--- config.mk ---
export PLATFORM = sky130hd
export DESIGN_NAME = sfp_receiver
export DESIGN_NICKNAME = d
export VERILOG_FILES = /design/src/rtl/sfp_receiver_pkg.sv /design/src/rtl/sfp_link_monitor.sv /design/src/rtl/sfp_receiver.sv
export SDC_FILE = /design/constraint.sdc
export NUM_CORES = 1
export LEC_CHECK = 0
export CELL_PAD_IN_SITES_DETAIL_PLACEMENT = 1
export CELL_PAD_IN_SITES_GLOBAL_PLACEMENT = 1
export CORE_MARGIN = 4
export CORE_UTILIZATION = 27
export CTS_BUF_LIST = sky130_fd_sc_hd__clkbuf_8
export CTS_CLUSTER_DIAMETER = 60
export CTS_CLUSTER_SIZE = 28
export DETAILED_ROUTE_END_ITERATION = 6
export GPL_ROUTABILITY_DRIVEN = 0
export MAX_ROUTING_LAYER = met4
export PLACE_DENSITY_LB_ADDON = 0.1
export SYNTH_ARGS = -nofsm -noshare
export SYNTH_HDL_FRONTEND = slang
export SYNTH_SLANG_ARGS = --single-unit
--- constraint.sdc ---
create_clock -name clk_i -period 1.5 [get_ports clk_i]
set_input_delay 0.3 -clock clk_i [delete_from_list [all_inputs] [get_ports clk_i]]
set_output_delay 0.3 -clock clk_i [all_outputs]
set_load 0.02 [all_outputs]
--- src/rtl/sfp_receiver_pkg.sv ---
// Shared constants and the per-output match rule for the SFP event receiver.
package sfp_receiver_pkg;

  localparam logic [7:0] K28_5       = 8'hBC;
  localparam logic [7:0] HEARTBEAT   = 8'h7A;
  localparam logic [7:0] RESET_PRESC = 8'h7B;
  localparam logic [7:0] EVENT_CODE  = 8'h7C;
  localparam logic [7:0] RESET_EVENT = 8'h7D;
  localparam logic [7:0] SECONDS_0   = 8'h70;
  localparam logic [7:0] SECONDS_1   = 8'h71;

  localparam int CFG_MODE_BIT = 8;
  localparam int CFG_W        = 9;
  localparam int MAX_EVENTS   = 4;

  // Code mode: exact data-byte match, code 0x00 (idle filler) never matches.
  // Dbus mode: any masked dbus bit set; an all-zero mask never matches.
  function automatic logic event_match(input logic [CFG_W-1:0] cfg,
                                       input logic [15:0]      rxdata,
                                       input logic [1:0]       charisk);
    if (cfg[CFG_MODE_BIT])
      return (|(rxdata[15:8] & cfg[7:0])) && !charisk[1];
    else
      return (rxdata[7:0] == cfg[7:0]) && !charisk[0] && (cfg[7:0] != 8'h00);
  endfunction

endpackage

--- src/rtl/sfp_link_monitor.sv ---
// Symbol-error register, link qualification counter and sticky loss-of-lock.
module sfp_link_monitor #(
  parameter int LINK_OK_CYCLES = 4096
) (
  input  logic       clk_i,
  input  logic       reset_i,
  input  logic [1:0] rxdisperr_i,
  input  logic [1:0] rxnotintable_i,
  output logic       rx_link_ok_o,
  output logic       loss_lock_o,
  output logic       rx_error_o
);

  localparam int               CNT_W   = $clog2(LINK_OK_CYCLES + 1);
  localparam logic [CNT_W-1:0] CNT_MAX = CNT_W'(LINK_OK_CYCLES);

  logic             w_err;
  logic             w_link_ok;
  logic [CNT_W-1:0] r_cnt;
  logic             r_error;
  logic             r_loss_lock;

  assign w_err     = |(rxdisperr_i | rxnotintable_i);
  assign w_link_ok = (r_cnt == CNT_MAX);

  // NOTE: sequential state uses non-blocking assignments so every register
  // samples pre-edge values, independent of statement order.
  always_ff @(posedge clk_i) begin
    if (reset_i) begin
      r_cnt       <= '0;
      r_error     <= 1'b0;
      r_loss_lock <= 1'b0;
    end else begin
      r_error <= w_err;
      if (w_err)
        r_cnt <= '0;
      else if (!w_link_ok)
        r_cnt <= r_cnt + CNT_W'(1);
      // Falling edge of link_ok coincides with an error while qualified.
      if (w_err && w_link_ok)
        r_loss_lock <= 1'b1;
    end
  end

  assign rx_link_ok_o = w_link_ok;
  assign loss_lock_o  = r_loss_lock;
  assign rx_error_o   = r_error;

endmodule

--- src/rtl/sfp_receiver.sv ---
// Receive-side event decoder: per-output code/dbus matching plus link health.
module sfp_receiver
  import sfp_receiver_pkg::*;
#(
  parameter int events         = 4,
  parameter int LINK_OK_CYCLES = 4096
) (
  input  logic        clk_i,
  input  logic        reset_i,
  input  logic [15:0] rxdata_i,
  input  logic [1:0]  rxcharisk_i,
  input  logic [1:0]  rxdisperr_i,
  input  logic [1:0]  rxnotintable_i,
  input  logic [31:0] EVENT1,
  input  logic [31:0] EVENT2,
  input  logic [31:0] EVENT3,
  input  logic [31:0] EVENT4,
  input  logic        EVENT1_WSTB,
  input  logic        EVENT2_WSTB,
  input  logic        EVENT3_WSTB,
  input  logic        EVENT4_WSTB,
  output logic        rx_link_ok_o,
  output logic        loss_lock_o,
  output logic        rx_error_o,
  output logic        bit1_o,
  output logic        bit2_o,
  output logic        bit3_o,
  output logic        bit4_o
);

  logic [CFG_W-1:0]      w_event [MAX_EVENTS];
  logic [MAX_EVENTS-1:0] w_wstb;
  logic [MAX_EVENTS-1:0] w_bit;
  logic                  w_unused;

  assign w_event[0] = EVENT1[CFG_W-1:0];
  assign w_event[1] = EVENT2[CFG_W-1:0];
  assign w_event[2] = EVENT3[CFG_W-1:0];
  assign w_event[3] = EVENT4[CFG_W-1:0];
  assign w_wstb     = {EVENT4_WSTB, EVENT3_WSTB, EVENT2_WSTB, EVENT1_WSTB};
  assign w_unused   = ^{EVENT1[31:CFG_W], EVENT2[31:CFG_W],
                        EVENT3[31:CFG_W], EVENT4[31:CFG_W]};

  for (genvar n = 0; n < MAX_EVENTS; n++) begin : g_event
    if (n < events) begin : g_on
      logic [CFG_W-1:0] r_cfg;
      logic             r_bit;

      // The match uses the pre-edge cfg, so a write on this edge only
      // affects data sampled from the next edge onward.
      always_ff @(posedge clk_i) begin
        if (reset_i) begin
          r_cfg <= '0;
          r_bit <= 1'b0;
        end else begin
          if (w_wstb[n])
            r_cfg <= w_event[n];
          r_bit <= event_match(r_cfg, rxdata_i, rxcharisk_i);
        end
      end

      assign w_bit[n] = r_bit;
    end else begin : g_off
      assign w_bit[n] = 1'b0;
    end
  end

  assign bit1_o = w_bit[0];
  assign bit2_o = w_bit[1];
  assign bit3_o = w_bit[2];
  assign bit4_o = w_bit[3];

  sfp_link_monitor #(
    .LINK_OK_CYCLES (LINK_OK_CYCLES)
  ) u_link_monitor (
    .clk_i          (clk_i),
    .reset_i        (reset_i),
    .rxdisperr_i    (rxdisperr_i),
    .rxnotintable_i (rxnotintable_i),
    .rx_link_ok_o   (rx_link_ok_o),
    .loss_lock_o    (loss_lock_o),
    .rx_error_o     (rx_error_o)
  );

endmodule

---- Word-level counts from Yosys, hierarchy flattened ----
Cells that the tools add are included.
operators by class
  $add $sub $neg .......................... 1
  eq/ne operators ......................... 5
  multiplexer cells ....................... 4
  bitwise gates (word level) .............. 5
  reductions and logical operators ........ 25
operators by type and width
  cell                                            number
  AND 8 bit                                       4
  == test 8 bit                                   4
  nonzero test 8 bit                              4
  OR reduction 8 bit                              4
  adder 13 x 1 -> 13 bit (second input constant)  1
  == test 13 bit (second input constant)          1
  logical AND 1 bit                               13
  2-to-1 mux 1 bit                                4
  OR reduction 3 bit                              1
  logical NOT 1 bit                               2
  bitwise OR 2 bit                                1
  OR reduction 2 bit                              1
storage, ports and cells
  register bits after elaboration ......... 55
  output and inout bits ................... 7
  logic and storage cells ................. 51

---- Longest topological paths before layout ----
Gate-level depths: netlist (run 1).
  word-level depth ........................ 4
  mapped depth ............................ 6
  gate-level depth less buffers ........... 6

---- By module ----
From an unflattened synthesis (run 1), not the netlist that was laid out.
second synthesis, totals
  cells, all modules ...................... 292
  area total of the unflattened synthesis .. 2,700.1 um2
modules (own cells, without submodules)
  module            instances  cells an instance  area each (um2)  sequential area each (um2)
  sfp_receiver      1          210                1,969.4          800.8
  sfp_link_monitor  1          82                 730.7            300.3

---- Worst setup path after synthesis (run 1) ----
OpenSTA, ideal clock, no wires.
  path type ............................... register to output
  start point ............................. register u_link_monitor.r_cnt[0]
  end point ............................... output port rx_link_ok_o
  data arrival time ....................... 1.189 ns
  slack ................................... 0.011 ns
  stages on the path, launching flop included .. 6
  path buffers ............................ 0
  path through ............................ dfxtp_1 inv_1 ha_1 nor4b_1 nand3_1 inv_1
on the way
  cells in the longest elaborated chain, start to end .. 1
RTL lines
  element                 line                    text
  start, declared         sfp_link_monitor.sv:19  logic [CNT_W-1:0] r_cnt;
  start signal, assigned  sfp_link_monitor.sv:38  r_cnt <= r_cnt + CNT_W'(1);
  == test 13 bit          sfp_link_monitor.sv:24  assign w_link_ok = (r_cnt == CNT_MAX);
  end, declared           sfp_receiver.sv:22      output logic rx_link_ok_o,
Every way passes these cells.

---- Worst setup path in the final report (run 1) ----
  start point ............................. register u_link_monitor.r_cnt[1]
  end point ............................... output port rx_link_ok_o
The elaborated chain is that of the path after synthesis.

==> results list, run 1 <==
- The Yosys step of the flow raised 0 warnings.
* Routed length per placed instance: 16.8 µm
- Post-Synthesis Net Count: 438
- By area the synthesized netlist is led by sky130_fd_sc_hd__dfxtp_1 (42%), sky130_fd_sc_hd__mux2i_1 (14%), sky130_fd_sc_hd__xor2_1 (11%).
- Max-capacitance violation count: 0
- Status: complete, but fails checks
* Number of global-route vias before repair: 2648
- The first global-routing pass estimated 14100 µm of wire.
* Distinct cell type count of the synthesized netlist: 24
- Max-slew headroom at the worst pin: 60.0%
- STA classifies the critical path endpoint as a primary output.
- Of the available clock period, the critical path in the final layout requires 111%.
- Counting flops with a built-in enable in the synthesized netlist gives 0.
* Starting DRT DRC Count: 110
* Post-synthesis share of cell area spent on full adders, half adders and majority gates: 0.946%
- Share of synthesized cell area in and, or, nand and nor gates: 17.2%
- The total overflow left after global routing is 0.
- Hold-fix buffer count after cts: 0
* Reg-to-reg endpoint: u_link_monitor.r_cnt[12]
* CTS sink cnt: 55
- Utilization of the core after routing: 44.1%
* Area of the die: 11400 µm²
- TritonCTS built the clock tree.
- The later pin in the worst-skew pair is clocked with a latency of 0.31 ns.
* Count of endpoints failing setup in the final report: 1
- Entering global routing, the biggest net connects 25 pins.
- Worst clock skew: 0.00630 ns
- Xor and xnor fraction of the mapped netlist area: 13.6%
* Proportion of register bits with asynchronous set or reset after synthesis: 0%
- Largest area contributor in the synthesized netlist: sky130_fd_sc_hd__dfxtp_1
- In this run the core area contains 35 standard-cell rows.
* GRT Resource Usage Total: 16.2%
* Initial DRT Pass Iterations: 4
* Synthesis-to-finish area growth: 56.1%
* Hold_ws: 0.493 ns
* Sequential cell area fraction in the yosys report: 41.6%
- Summing every instance area after synthesis gives 2650 µm².
* Top Ports: 163
- Die span in y: 107 µm
- The path class of the tightest hold or removal check is flop to flop.
- Register-to-Register Setup Slack: 0.01 ns
* Depth of the worst register-to-register path: 6
- Count of input and output buffers: 70
* Largest family of logic cells by synthesized area: simple AND/OR/NAND/NOR gates
- Floorplan core area: 9370 µm²
- Period minus WS final: 1.66 ns
- Area share of the largest cell type after synthesis: 41.6%
* Unrepaired setup endpoints after global routing: yes
* Root buffer cell: sky130_fd_sc_hd__clkbuf_8
* Post-Synthesis Mean Instance Area: 9.45 µm²
- Slew @ Worst Pin: 0.594 ns
- Share of the synthesized area in compound gates (AO/OA/AOI/OAI): 10.1%
* Top cell types by occurrence after synthesis: sky130_fd_sc_hd__dfxtp_1 (55), sky130_fd_sc_hd__nor2_1 (50), sky130_fd_sc_hd__mux2i_1 (37), sky130_fd_sc_hd__xor2_1 (34), sky130_fd_sc_hd__nor4_1 (17)
- Once routing completed, OpenROAD measured the worst setup slack at -0.158 ns.
- The worst setup path is launched from a flop.
* Number of H-tree levels: 2
* Count of pins over their slew limit: 0
- The setup path with the least slack is of type flop to primary output.
- The clock passes through at most 2 buffers.
- IR drop worst, VDD: 0.337 mV
- The wire-length estimate of the detail-placed layout is 6800 µm.
- Flip-flop cell with the highest count after synthesis: sky130_fd_sc_hd__dfxtp_1
* Number of hold violations in the final report: 0
- Clock-pin slew reported for the worst setup and hold paths after clock tree synthesis: 0.10 ns
- For this design the static power due to leakage is 1.75 nW.
- Antenna violation net count after detailed routing: 0
- DRC violations left: 0
* Proportion of synthesized area in mux cells: 14.0%
* Count of vias placed by the detailed router: 2502
- The checks that failed: negative setup slack.
- Initial Utilization: 28.2%
- Static timing analysis puts the maximum clock frequency at 603 MHz.
- The startpoint identified for the worst register-to-register timing path is u_link_monitor.r_cnt[1].
* Ratio of routed vias to standard cells: 4.77
* Initial antenna violation count: 0
* Post-synthesis cell count: 280
* Yosys reg bits: 55
- Clock buffer count from CTS: 5
* Die extent in x: 107 µm
* Maximum fanout encountered on the critical timing path: 2
- The post-route netlist has 21.0% of its cells at a drive strength greater than 1.
* PwrDens: 733 nW/µm²
- After filler insertion, the fill cell instance count of the layout stands at 1112.
- Worst Hold Launch: u_link_monitor.loss_lock_o
* Post-layout nets: 552
- Number of diodes added for antenna fixing: 0
- Data on the critical path is required at its endpoint by 1.20 ns.
- Most repeated cell in the gate-level netlist after synthesis: sky130_fd_sc_hd__dfxtp_1
- The critical path starts at u_link_monitor.r_cnt[1].
- Routed wire length: 8800 µm
- At the worst endpoint, the arrival time is 1.36 ns.
- In this run the worst setup path terminates at rx_link_ok_o.
## cell type report
class	count	area, µm²	area share, %
clock buffer	5	68.8	1.67
sequential	55	1110	26.8
tap	129	161	3.91
multi-input combinational	208	1630	39.5
clock inverter	3	12.5	0.303
timing repair buffer	116	1120	27.1
inverter	8	30.0	0.727
## through the flow
stage	setup TNS [ns]	total power, W	cells	worst slack [ns]	area, µm²
after CTS	-0.202	0.00303	523	-0.166	4000
after global routing	-0.555	0.00319	524	-0.306	4130
after floorplan	0	0.00185	280	0.0109	2650
after global placement	-2.53	0.00220	513	-0.408	3850
final	-0.158	0.00303	524	-0.158	4130
after detailed placement	-3.13	0.00221	513	-0.533	3850
## sequential cells by signal, summed over array words and instances (netlist names)
signal                      count
bit2_o                          1
bit4_o                          1
u_link_monitor.r_cnt           13
bit1_o                          1
g_event.g_on.r_cfg             36
u_link_monitor.rx_error_o       1
u_link_monitor.loss_lock_o      1
bit3_o                          1
## critical path, cell delays in order (launching register included)
cell                      delay, ns
sky130_fd_sc_hd__dfxtp_2       0.34
sky130_fd_sc_hd__inv_2         0.06
sky130_fd_sc_hd__ha_4          0.12
sky130_fd_sc_hd__nor4b_4       0.22
sky130_fd_sc_hd__nand3_2       0.12
sky130_fd_sc_hd__inv_2         0.08
sky130_fd_sc_hd__buf_6         0.11
## kinds of logic (layout without fill, tap and decap cells)
| group | count (synthesis) | count (layout) |
|---|---|---|
| AND/OR/NAND/NOR | 97 | 97 |
| flip-flops | 55 | 55 |
| XOR/XNOR | 41 | 41 |
| multiplexers | 37 | 37 |
| AO/OA/AOI/OAI | 31 | 31 |
| buffers and inverters | 17 | 132 |
| adder cells (fa/ha/maj) | 2 | 2 |
## placed cells by master (no fill, tap or decap), drive strengths merged
| master | count |
|---|---|
| a2111oi | 4 |
| a21oi | 3 |
| a22o | 1 |
| a22oi | 16 |
| a311oi | 1 |
| buf | 47 |
| clkbuf | 5 |
| clkdlybuf4s50 | 58 |
| clkinv | 1 |
| dfxtp | 55 |
| dlygate4sd2 | 7 |
| dlymetal6s2s | 4 |
| ha | 2 |
| inv | 10 |
| mux2i | 37 |
| nand2 | 8 |
| nand3 | 10 |
| nand4 | 5 |
| nor2 | 50 |
| nor3 | 2 |
| nor4 | 17 |
| nor4b | 2 |
| o21ai | 2 |
| o41ai | 4 |
| or2 | 1 |
| or3 | 2 |
| xnor2 | 7 |
| xor2 | 34 |
## worst min path at each step
stage	to	slack (ns)	depth (start not counted)
2_1_floorplan	u_link_monitor.rx_error_o	0.38	1
3_3_place_gp	u_link_monitor.loss_lock_o	0.47	1
3_5_place_dp	u_link_monitor.loss_lock_o	0.47	1
4_1_cts	u_link_monitor.loss_lock_o	0.50	1
5_1_grt	bit2_o	0.51	3
6_report	u_link_monitor.loss_lock_o	0.49	1
## timing repair
action / in CTS / in global routing
gates cloned: 0 / 0
setup endpoints to repair: 13 / 9
buffers inserted: 2 / 3
endpoints found under the hold margin: 0 / 0
resized for setup: 27 / 23
pin swaps: 3 / 10
## power breakdown
| part | total, W | leakage (nW) | switching [W] | internal (W) |
|---|---|---|---|---|
| clock | 0.000814 | 0.0505 | 0.000497 | 0.000317 |
| combinational | 0.000618 | 1.25 | 0.000270 | 0.000348 |
| sequential | 0.00159 | 0.453 | 0.0000721 | 0.00152 |
| total | 0.00303 | 1.75 | 0.000839 | 0.00219 |
## layer usage
metal	track usage, %	routed length [µm]
met5	-	0
met4	5.39	195
met2	23.9	3760
met1	22.1	4480
met3	3.13	365
No activity file was read; power rests on OpenSTA's default activity.
==> inputs of run 2 (changes only) <==
--- a/config.mk
+++ b/config.mk
@@ -5,6 +5,7 @@
 export SDC_FILE = /design/constraint.sdc
 export NUM_CORES = 1
 export LEC_CHECK = 0
+export CAP_MARGIN = 20
 export CELL_PAD_IN_SITES_DETAIL_PLACEMENT = 1
 export CELL_PAD_IN_SITES_GLOBAL_PLACEMENT = 1
 export CORE_MARGIN = 4
==> constraint.sdc (replaced) <==
create_clock -name clk_i -period 1.55 [get_ports clk_i]
set_input_delay 0.31 -clock clk_i [delete_from_list [all_inputs] [get_ports clk_i]]
set_output_delay 0.31 -clock clk_i [all_outputs]
set_load 0.02 [all_outputs]
==> results list, run 2 (synthesized netlist as in run 1, its figures left out) <==
* Status: complete, but fails checks
- Failing checks: negative setup slack
* Number of inserted filler cells in the final layout: 1119
- Clock tree from TritonCTS: yes
- WP depth: 6
* Type of the worst min-delay path: input port to flop
* Crit path largest cell delay: 0.33 ns
* Clock latency on the worst-skew pair: 0.31 ns
- IR drop worst, VDD: 0.387 mV
* Number of hold violations in the final report: 0
- The floorplan step defined a die boundary enclosing 11400 µm².
* Count of vias placed by the detailed router: 2507
- Clock-pin slew was measured on the worst setup and hold paths at 0.10 ns.
- Top Ports: 163
* Worst Hold Launch: rxcharisk_i[0]
- The worst setup path is captured at a primary output.
- The net count of the finished layout is 546.
- PwrDens: 750 nW/µm²
- The H-tree was split into 2 levels.
- Counting I/O delays and the setup requirement, the final critical path takes 1.65 ns.
* Largest register FFs: 36
* Initial DRT Pass Iterations: 4
- Maximum frequency from static timing analysis: 607 MHz
- The tool flagged a number of max-cap violations equal to 0.
- Slew @ Worst Pin: 0.526 ns
- In the global route stage, overall resource usage came out at 15.6%.
- Fraction of layout cells with a size suffix above 1: 18.0%
- Max-slew headroom at the worst pin: 64.6%
- In this run, the number of DRC markers left after iteration 0 of detailed routing was 69.
- Along the worst path, the maximum fanout reaches 2.
* Die span in y: 107 µm
- Once the floorplan was initialized, standard cells occupied 28.2% of the core.
- Compared with the post-synthesis result, the final layout area differs by 52.3%.
- In the finished design, the share of the clock period the worst path needs comes to 106%.
- After detailed routing, the wire length on met1 is 4190 µm.
- Buffers inserted to repair hold after CTS numbered 0.
- Master of the slowest instance on the critical path: sky130_fd_sc_hd__dfxtp_2
- Most common cell after layout, fill and taps aside: sky130_fd_sc_hd__clkdlybuf4s50_1
* Number of instances in the placed design: 509
* Unrepaired setup endpoints after global routing: yes
- Ratio of routed vias to standard cells: 4.85
- In this run the top signal layer used is met4.
* Bufs and invs on worst path: 3
- Type of element launching the critical path: flop
- Port buffering added 70 buffers.
- After detailed routing, the met2 layer carries 3710 µm of wire.
* Area of combinational cells with multiple inputs: 1570 µm²
* Count of pins over their slew limit: 0
* Dpl hpwl: 6500 µm
- Routed length per placed instance: 16.4 µm
- The clock passes through at most 2 buffers.
* Total area of sequential cells: 1110 µm²
- Worst hold path endpoint: bit1_o
- The number of global-route vias before repair was 2562.
- Leak: 1.75 nW
- Register ranked first by flip-flop count: g_event.g_on.r_cfg
- In the layout the commonest cells are sky130_fd_sc_hd__clkdlybuf4s50_1 (58), sky130_fd_sc_hd__dfxtp_1 (51), sky130_fd_sc_hd__nor2_1 (50).
* Floorplan core area: 9370 µm²
- Clock tree synthesis inserted a total of 5 buffers.
* Critical register-to-register path startpoint: u_link_monitor.r_cnt[0]
* Critical path arrival: 1.34 ns
- Hold path depth: 5
* Registers with the most flip-flops: g_event.g_on.r_cfg (36), u_link_monitor.r_cnt (13)
- Depth of the worst register-to-register path: 5
- FP Rows: 35
* Reg-to-reg endpoint: u_link_monitor.r_cnt[8]
- After global routing the overflow that remains totals 0.
* Register-to-Register Setup Slack: 0.11 ns
- Routed wire length: 8480 µm
- The count of nets left with antenna violations once routing finished came out at 0.
- Once layout is complete, the cells apart from fillers number 517.
- The clock drives 55 sinks.
- The kind of cell with the highest combined delay along the critical path is flip-flops.
* Worst clock skew: 0.00697 ns
- Count of endpoints failing setup in the final report: 1
* Cell-by-cell trace of the critical path: inv_2, ha_4, nor4b_4, nand3_2, inv_2, buf_6
* Die extent in x: 107 µm
- Maximum number of pins on one net before global-route repair: 29
* Root buffer cell: sky130_fd_sc_hd__clkbuf_8
- 0 antenna diodes ended up in the layout.
- The routed design uses 470 µm of met3 wire.
* Initial antenna violation count: 0
* PnR worst setup slack: -0.0987 ns
- Hold_ws: 0.503 ns
- Req. time, crit path: 1.24 ns
- Dominant cell type by count on the critical path: sky130_fd_sc_hd__inv_2
- Kind of critical path: flop to primary output
- The first global-routing pass estimated 13600 µm of wire.
* DRC violations left: 0
## run 2: cell types whose count changed in the layout (fill, tap and decap cells not counted), sizes merged
| cell | previous run | this run |
|---|---|---|
| dlymetal6s2s | 4 | 7 |
| clkinv | 1 | 0 |
| buf | 47 | 41 |
| inv | 10 | 9 |
| dlygate4sd2 | 7 | 4 |
| bufinv | 0 | 1 |
## run 2: routing by layer
layer | up-vias | GRT usage (%)
li1 | 1213 | -
met4 | 0 | 4.02
met3 | 12 | 2.89
met2 | 73 | 23.3
met1 | 1209 | 21.6
met5 | - | -
## run 2: metrics by stage
step	util, %	instance area (µm²)	setup TNS [ns]	setup WS, ns	total power [W]
final	43.0	4030	-0.0987	-0.0987	0.00302
after global placement	40.7	3810	-3.23	-0.363	0.00211
after global routing	43.0	4030	-0.199	-0.193	0.00317
after CTS	42.3	3970	-0.108	-0.108	0.00304
after detailed placement	40.7	3810	-3.44	-0.409	0.00212
after floorplan	-	2650	0	0.0509	0.00179
## run 2: how the worst max path moves through the flow
| stage | from | to | slack, ns |
|---|---|---|---|
| global placement | u_link_monitor.r_cnt[0] | rx_link_ok_o | -0.36 |
| detailed placement | u_link_monitor.r_cnt[0] | rx_link_ok_o | -0.41 |
| finish | u_link_monitor.r_cnt[1] | rx_link_ok_o | -0.1 |
| global route | u_link_monitor.r_cnt[1] | rx_link_ok_o | -0.19 |
| CTS | u_link_monitor.r_cnt[1] | rx_link_ok_o | -0.11 |
| floorplan | u_link_monitor.r_cnt[0] | rx_link_ok_o | 0.05 |
## run 2: layout make-up
class,instances,share of cell area (%)
sequential,55,27.4
tap,129,4.00
timing repair buffer,110,26.4
clock buffer,5,1.71
inverter,8,0.745
clock inverter,2,0.838
multi-input combinational,208,38.9
## run 2: what timing repair did
| item | in CTS | in global routing |
|---|---|---|
| setup endpoints to repair | 6 | 8 |
| pin swaps | 4 | 4 |
| endpoints found under the hold margin | 0 | 0 |
| setup buffers | 1 | 0 |
| resized for setup | 24 | 14 |
## run 2: where the power goes
| part | switching [W] | internal [W] | leakage, nW |
|---|---|---|---|
| logic | 0.000234 | 0.000321 | 1.24 |
| clock network | 0.000454 | 0.000468 | 0.0554 |
| registers | 0.0000739 | 0.00147 | 0.453 |
## run 2: worst register-to-register path, cell delays in order, from the launching register on
cell and delay, ns:
sky130_fd_sc_hd__dfxtp_2 0.34, sky130_fd_sc_hd__buf_4 0.13, sky130_fd_sc_hd__ha_1 0.16, sky130_fd_sc_hd__nand4_1 0.24, sky130_fd_sc_hd__or3_1 0.38, sky130_fd_sc_hd__a21oi_1 0.13
